[src/rtl/simon_data_out.sv]
// Output packetiser for SIMON64/96: collects finished cipher blocks into
// host packets (data words, count byte, info byte) with a new/ack handshake.
module simon_data_out #(
  parameter int          N    = 32,
  parameter logic [3:0]  MODE = 4'h3
) (
  input  logic                      clk,
  input  logic                      R,
  input  logic                      doneDATA,
  input  logic [1:0][N-1:0]         cipherOUT,
  input  logic [7:0]                infoIN,
  output logic                      loadOUT,
  output logic [(1+N/2):0][7:0]     out_pkt,
  output logic                      out_newPKT,
  input  logic                      out_loadPKT,
  output logic                      out_donePKT,
  output logic                      errOUT
);

  // state   | meaning
  // IDLE    | waiting for a cipher block
  // CAPTURE | block written into its slot, loadOUT pulsed
  // BUILD   | count and info bytes written
  // SEND    | packet offered to host
  // RELEASE | host ack seen, waiting for it to drop
  typedef enum logic [2:0] {
    IDLE    = 3'd0,
    CAPTURE = 3'd1,
    BUILD   = 3'd2,
    SEND    = 3'd3,
    RELEASE = 3'd4
  } state_t;

  localparam int NB = N / 8;
  localparam int PB = N / 2;

  state_t                   state, state_nxt;
  logic [(1+N/2):0][7:0]    pkt;
  logic                     slot;
  logic [7:0]               cnt;
  logic                     err;
  logic [1:0]               info_q;
  logic                     first_blk;

  // Only a two-block packet with no half already held goes into words 0,1.
  assign first_blk = infoIN[7] & ~slot;

  always_ff @(posedge clk) begin
    if (R) begin
      state  <= IDLE;
      pkt    <= '0;
      slot   <= 1'b0;
      cnt    <= 8'd0;
      err    <= 1'b0;
      info_q <= 2'b00;
    end else begin
      state <= state_nxt;
      case (state)
        CAPTURE: begin
          info_q <= infoIN[7:6];
          if (infoIN[5]) err <= 1'b1;
          if (first_blk) begin
            pkt[0  +: NB] <= cipherOUT[0];
            pkt[NB +: NB] <= cipherOUT[1];
            slot          <= 1'b1;
          end else begin
            pkt[2*NB +: NB] <= cipherOUT[0];
            pkt[3*NB +: NB] <= cipherOUT[1];
            if (!slot) pkt[0 +: 2*NB] <= '0;
          end
        end
        BUILD: begin
          pkt[PB]   <= cnt;
          pkt[PB+1] <= {info_q, 2'b01, MODE};
          slot      <= 1'b0;
        end
        RELEASE: begin
          if (!out_loadPKT) cnt <= cnt + 8'd1;
        end
        default: ;
      endcase
    end
  end

  always_comb begin
    state_nxt   = state;
    loadOUT     = 1'b0;
    out_newPKT  = 1'b0;
    out_donePKT = 1'b0;
    case (state)
      IDLE: begin
        out_donePKT = ~slot;
        if (doneDATA) state_nxt = CAPTURE;
      end
      CAPTURE: begin
        loadOUT   = 1'b1;
        state_nxt = first_blk ? IDLE : BUILD;
      end
      BUILD: state_nxt = SEND;
      SEND: begin
        out_newPKT = 1'b1;
        if (out_loadPKT) state_nxt = RELEASE;
      end
      RELEASE: begin
        if (!out_loadPKT) state_nxt = IDLE;
      end
      default: state_nxt = IDLE;
    endcase
  end

  assign out_pkt = pkt;
  assign errOUT  = err;

endmodule

[config.mk]
export PLATFORM = sky130hd
export DESIGN_NAME = simon_data_out
export DESIGN_NICKNAME = d
export VERILOG_FILES = /design/src/rtl/simon_data_out.sv
export SDC_FILE = /design/constraint.sdc
export NUM_CORES = 1
export LEC_CHECK = 0
export CAP_MARGIN = 40
export CORE_AREA = 2 2 106 149
export CTS_BUF_LIST = sky130_fd_sc_hd__clkbuf_4 sky130_fd_sc_hd__clkbuf_8 sky130_fd_sc_hd__clkbuf_16
export DETAILED_ROUTE_END_ITERATION = 16
export DIE_AREA = 0 0 108 151
export PLACE_DENSITY = 0.74
export SYNTH_ARGS = -nofsm -noshare
export SYNTH_HDL_FRONTEND = slang
export SYNTH_SLANG_ARGS = --single-unit
[constraint.sdc]
create_clock -name clk -period 1.6 [get_ports clk]
set_input_delay 0.32 -clock clk [delete_from_list [all_inputs] [get_ports clk]]
set_output_delay 0.32 -clock clk [all_outputs]
set_load 0.005 [all_outputs]
==> metrics.csv, run 1 <==
metric,value,unit
power.leakage,0.00476,uW
root_buffer,clkbuf_16,
routedWlPerCell,17.4,microns
syn-cell-area,5740,sq um
startpoint,state[0],
rows,53,
cp_cell_sequence,buf_6 > or4b_4 > nor4_4 > mux2_4,
synth_ff_type,dfxtp_1,
violations,setup timing,
io_pins,224,
yosysWarnings,0,
nFillCells,1249,
pre_cts_slack,-0.447,ns
start_kind,register,
seq_area,3100,sq um
ys_seq_elements,154,
cp_data_arrival_time,2.03,ns
fin_tns_setup,-0.687,ns
antenna_found_initial,0,
grt_start_max_net_pins,67,
p_per_area,1060,nW/um^2
syn-instance-count,645,
fmax,578,MHz
portBuffers,215,
finalWirelength,18200,microns
dp_hpwl,11200,microns
status,finished with violations,
cts_tree,done,
core_area,14900,sq um
area_growth,59.4,%
setup_viol_count_final,9,
die_y,151,microns
cp_data_required_time,1.90,ns
hold_buffers,0,
drive_gt1_share,12.6,%
gp_congestion,0.754,
synth_seq_area_share,53.8,%
reg2reg_from,state[0],
start_util,38.4,%
grt_setup_unrepaired,true,
layout.nets,917,
multi_input_area,2390,sq um
dr.pass1.iters,4,
final.setup_skew,0.00674,ns
worst_slack,-0.130,ns
hold_viol,0,
avgSynthCellArea,8.89,sq um
fin_crit_sh,108,%
slowest_stage,or4b_4,
end_kind,register,
async_flop_share,0,%
path_buf_inv,1,
clockBufferDepth,2,
critPathKind,reg -> reg,
clk_pin_slew_worst_paths,0.06,ns
htree_levels,4,
cts_buffers,17,
route.vias.total,5630,
track_usage,21.3,%
hp-class,in -> reg,
crit_fanout,6,
fin_crit,1.73,ns
drc,0,
cts_sinks,154,
overflow,0,
ir_drop,611,uV
grt_pass1_vias,5244,
min_from,R,
antenna_left,0,
synth_cell_types,36,
clock_latency,0.41,ns
slew_viol_final,0,
synth_enable_flop_cells,0,
viasPerCell,5.39,
die_w,108,microns
drtIter0Drc,344,
grt_pass1_wl,27500,microns
maxCapViolCount,0,
dieArea,16300,sq um
crit_path_max_incr_delay,0.58,ns
cp_top_family,simple AND/OR/NAND/NOR gates,
==> worst paths after layout <==
| path | to | slack (ns) | cells after the start |
|---|---|---|---|
| hold / removal | out_pkt[135] | 0.14 | 2 |
| hold reg to reg | out_pkt[142] | 0.45 | 2 |
| setup / recovery | cnt[7] | -0.13 | 4 |
| setup reg to reg | cnt[7] | -0.13 | 4 |
==> repair_timing <==
item	in CTS	in global routing
buffers inserted	0	3
hold endpoints to repair	0	0
setup endpoints to repair	179	225
gates resized for setup	63	111
pin swaps	5	2
gates cloned	2	1
==> stage by stage <==
| step | instance area [sq um] | hold slack, ns | std cells | total power, uW | util, % |
|---|---|---|---|---|---|
| finish | 9140 | 0.141 | 1045 | 9650 | 61.3 |
| global route | 9140 | 0.136 | 1044 | 10000 | 61.3 |
| CTS | 8750 | 0.126 | 1040 | 9690 | 58.6 |
| detailed placement | 8120 | 0.443 | 1007 | 5540 | 54.4 |
| global placement | 8120 | 0.437 | 1007 | 5540 | 54.4 |
| floorplan | 5760 | 0.432 | 647 | 4790 | - |
==> cells by family (layout without fill, tap and decap cells) <==
family | Yosys count | in the layout | synth area share [%]
compound gates | 221 | 221 | 23.8
buf+inv | 80 | 285 | 6.72
fa+ha+maj | 1 | 1 | 0.218
flops | 154 | 154 | 53.8
xor+xnor | 1 | 1 | 0.153
mux | 2 | 2 | 0.371
other cells | 1 | 4 | 0.0654
simple gates | 185 | 185 | 15.0
==> worst reg2reg max path, stage by stage (launching register included) <==
cell and delay (ns):
dfxtp_2 0.32, buf_6 0.11, or4b_4 0.58, nor4_4 0.29, mux2_4 0.32
==> cells in the final DEF, fill, tap and decap left out, types with 2 or more instances in the layout <==
cell	Yosys	routed
nor2_1	72	72
nor3b_1	2	2
clkdlybuf4s50_1	0	93
o31ai_1	2	2
buf_2	14	2
conb_1	1	3
nand2_1	25	25
o21ai_0	67	67
dlygate4sd2_1	0	35
buf_12	0	9
a21oi_1	84	81
inv_6	0	3
a21oi_2	0	3
or3_4	0	3
or4b_4	1	2
a211oi_1	2	2
buf_16	0	3
dfxtp_1	154	143
inv_1	2	2
dlymetal6s2s_1	0	83
clkbuf_16	0	18
a32oi_2	0	7
a32oi_1	64	57
or4_1	2	2
bufinv_16	0	3
nand3_1	68	68
clkinv_4	0	2
buf_6	3	7
buf_4	12	17
dfxtp_2	0	11
clkinv_2	0	3
==> report_power, final <==
group	switching (uW)	leakage, uW	internal (uW)
Combinational	750	0.00321	711
Clock	1630	0.000296	2490
Sequential	74.0	0.00125	4000
==> layer usage <==
| layer | vias to the layer above | track usage (%) | part of all wire [%] |
|---|---|---|---|
| met5 | - | 0 | 0 |
| met4 | 0 | 9.87 | 2.9 |
| met3 | 33 | 5.12 | 5.9 |
| met2 | 178 | 36.5 | 51 |
| met1 | 2697 | 25.0 | 40 |
| li1 | 2722 | - | - |
==> area by class of cell <==
cell class              instances  share of cell area [%]
multi-input cells             413                    26.2
clock inverters                13                    1.83
clock buffers                  18                    4.73
inverters                       3                   0.151
well taps                     192                    2.63
diodes                          1                  0.0274
repair buffers                251                    30.6
flip-flops and latches        154                    33.9
==> synthesized netlist by cell type, types with 2 or more instances <==
cell type,instances,area (sq um)
buf_4,12,90.1
nor3b_1,2,15.0
or3_1,3,18.8
nor4_1,3,18.8
a211oi_1,2,15.0
nor2_1,72,270
o21ai_0,67,335
a21oi_1,84,420
clkbuf_1,46,173
nand2_1,25,93.8
buf_1,2,7.51
o31ai_1,2,15.0
nor2b_1,2,12.5
inv_1,2,7.51
a32oi_1,64,561
buf_2,14,70.1
dfxtp_1,154,3080
buf_6,3,33.8
or4_1,2,15.0
nand3_1,68,340
==> registers in the layout, indices dropped and copies added (netlist names) <==
signal / count
info_q: 2
slot: 1
out_pkt: 139
cnt: 8
errOUT: 1
state: 3
Power figures use the tool's default switching activity.
==> run 2: changes to the inputs <==
- CORE_AREA: 2 2 106 149 -> 8 8 112 155
- DIE_AREA: 0 0 108 151 -> 0 0 120 163
==> run 2 against run 1 <==
Utilization is 3.8 points higher. Clock power is 3% higher. Cell count is 2.0% higher. Sequential cell count stayed put. Die area is 20% higher. Worst setup slack worse by 0.0097 ns. Largest cell class unchanged. The run still ends with setup timing left. Via count is 4.6% higher. First-iteration DRC count is 8.7% higher. Routed wire length is 20% higher. Hold slack better by 0.089 ns.
==> metrics.csv, run 2 (same netlist as run 1, synthesis figures left out) <==
metric,value,unit
p_per_area,1040,nW/um^2
met2_usage,34.1,%
violations,setup timing,
slew_viol_final,0,
cts_buffers,17,
power.total,10100,uW
grt.busiest_layer,met2,
setup_viol_count_final,55,
fin_crit,1.74,ns
drtIter0Drc,374,
fmax,575,MHz
track_usage,19.7,%
placed_cells,1009,
ff2ff_path_depth,4,
cp_data_arrival_time,2.04,ns
antenna_left,0,
hold_depth,2,
cts_sinks,154,
grt_pass1_wl,31000,microns
gp_congestion,0.778,
finalWirelength,21900,microns
drc,0,
clock_latency,0.41,ns
critPathKind,reg -> reg,
reg2reg_from,state[0],
dieArea,19600,sq um
clk_pin_slew_worst_paths,0.06,ns
cp_top_family,simple AND/OR/NAND/NOR gates,
drive_gt1_share,18.2,%
route.vias.total,5888,
grt_start_max_net_pins,67,
worst_slack,-0.140,ns
path_buf_inv,1,
cts_tree,done,
crit_path_max_incr_delay,0.54,ns
r2r_slack,-0.14,ns
cp.depth,4,
r2r-end,cnt[7],
diodes,0,
routedWlPerCell,20.6,microns
startpoint,state[0],
cp_data_required_time,1.90,ns
fin_hold_ws,0.231,ns
start_util,38.4,%
viasPerCell,5.52,
status,finished with violations,
largest_reg_flops,139,
area_growth,69.2,%
die_y,163,microns
hold_viol,0,
clockBufferDepth,2,
hold_buffers,0,
layout.nets,938,
portBuffers,215,
crit_fanout,5,
maxCapViolCount,0,
met1_usage,21.1,%
end_kind,register,
io_pins,224,
start_kind,register,
met3_usage,6.49,%
antenna_found_initial,0,
final_cell_mix,"146 x dfxtp_1, 79 x clkdlybuf4s50_1, 76 x a21oi_1, 72 x nor2_1",
ir_drop,771,uV
hp-class,in -> reg,
slowest_stage,or4b_4,
grt_setup_unrepaired,true,
cp_cell_sequence,buf_6 > or4b_4 > nor4_4 > mux2_4,
root_buffer,clkbuf_16,
core_area,14900,sq um
final_common_cell,dfxtp_1,
dr.pass1.iters,5,
crit_end,cnt[7],
final.setup_skew,0.00828,ns
fin_cells,1066,
grt_pass1_vias,5596,
power.leakage,0.00487,uW
die_w,120,microns
fin_crit_sh,109,%
overflow,0,
rows,53,
htree_levels,4,
dp_hpwl,12800,microns
==> run 2: timing repair <==
| item | 4_1_cts | 5_1_grt |
|---|---|---|
| setup endpoints to repair | 207 | 188 |
| setup buffers | 4 | 8 |
| pin swaps | 4 | 9 |
| gates cloned | 3 | 11 |
| resized for setup | 99 | 138 |
==> run 2: metrics by stage <==
| step | cell area, sq um | TNS (ns) | util [%] | setup slack [ns] |
|---|---|---|---|---|
| CTS | 8900 | -4.03 | 59.7 | -0.133 |
| floorplan | 5760 | -0.0873 | - | -0.0633 |
| finish | 9710 | -2.83 | 65.0 | -0.140 |
| global placement | 8180 | -12.98 | 54.8 | -0.397 |
| detailed placement | 8180 | -14.14 | 54.8 | -0.430 |
| global route | 9710 | -6.87 | 65.0 | -0.179 |
==> run 2: worst min path at each step <==
stage / start / endpoint / slack (ns)
after floorplan: info_q[0] / out_pkt[142] / 0.43
after global placement: out_pkt[142] / out_pkt[142] / 0.44
after detailed placement: out_pkt[133] / out_pkt[133] / 0.45
after CTS: R / out_pkt[128] / 0.22
after global routing: R / out_pkt[132] / 0.22
final: R / out_pkt[128] / 0.23
==> run 2: final cells by class <==
| cell class | count | area [sq um] |
|---|---|---|
| fillers | 1236 | 5220 |
| flip-flops and latches | 154 | 3100 |
| repair buffers | 271 | 3090 |
| multi-input cells | 414 | 2640 |
| clock buffers | 18 | 439 |
| well taps | 192 | 240 |
| clock inverters | 14 | 186 |
| inverters | 3 | 13.8 |
==> run 2: where the power goes <==
part           leakage (uW)  switching [uW]  internal, uW
Sequential          0.00125            84.4          3990
Clock              0.000305            1710          2540
Combinational       0.00331             890           882
==> run 2: per-layer routing <==
| metal | vias to the layer above | routed length, microns |
|---|---|---|
| met5 | - | 0 |
| met4 | 0 | 671 |
| met3 | 39 | 1440 |
| met1 | 2852 | 8100 |
| met2 | 215 | 11700 |
| li1 | 2782 | - |
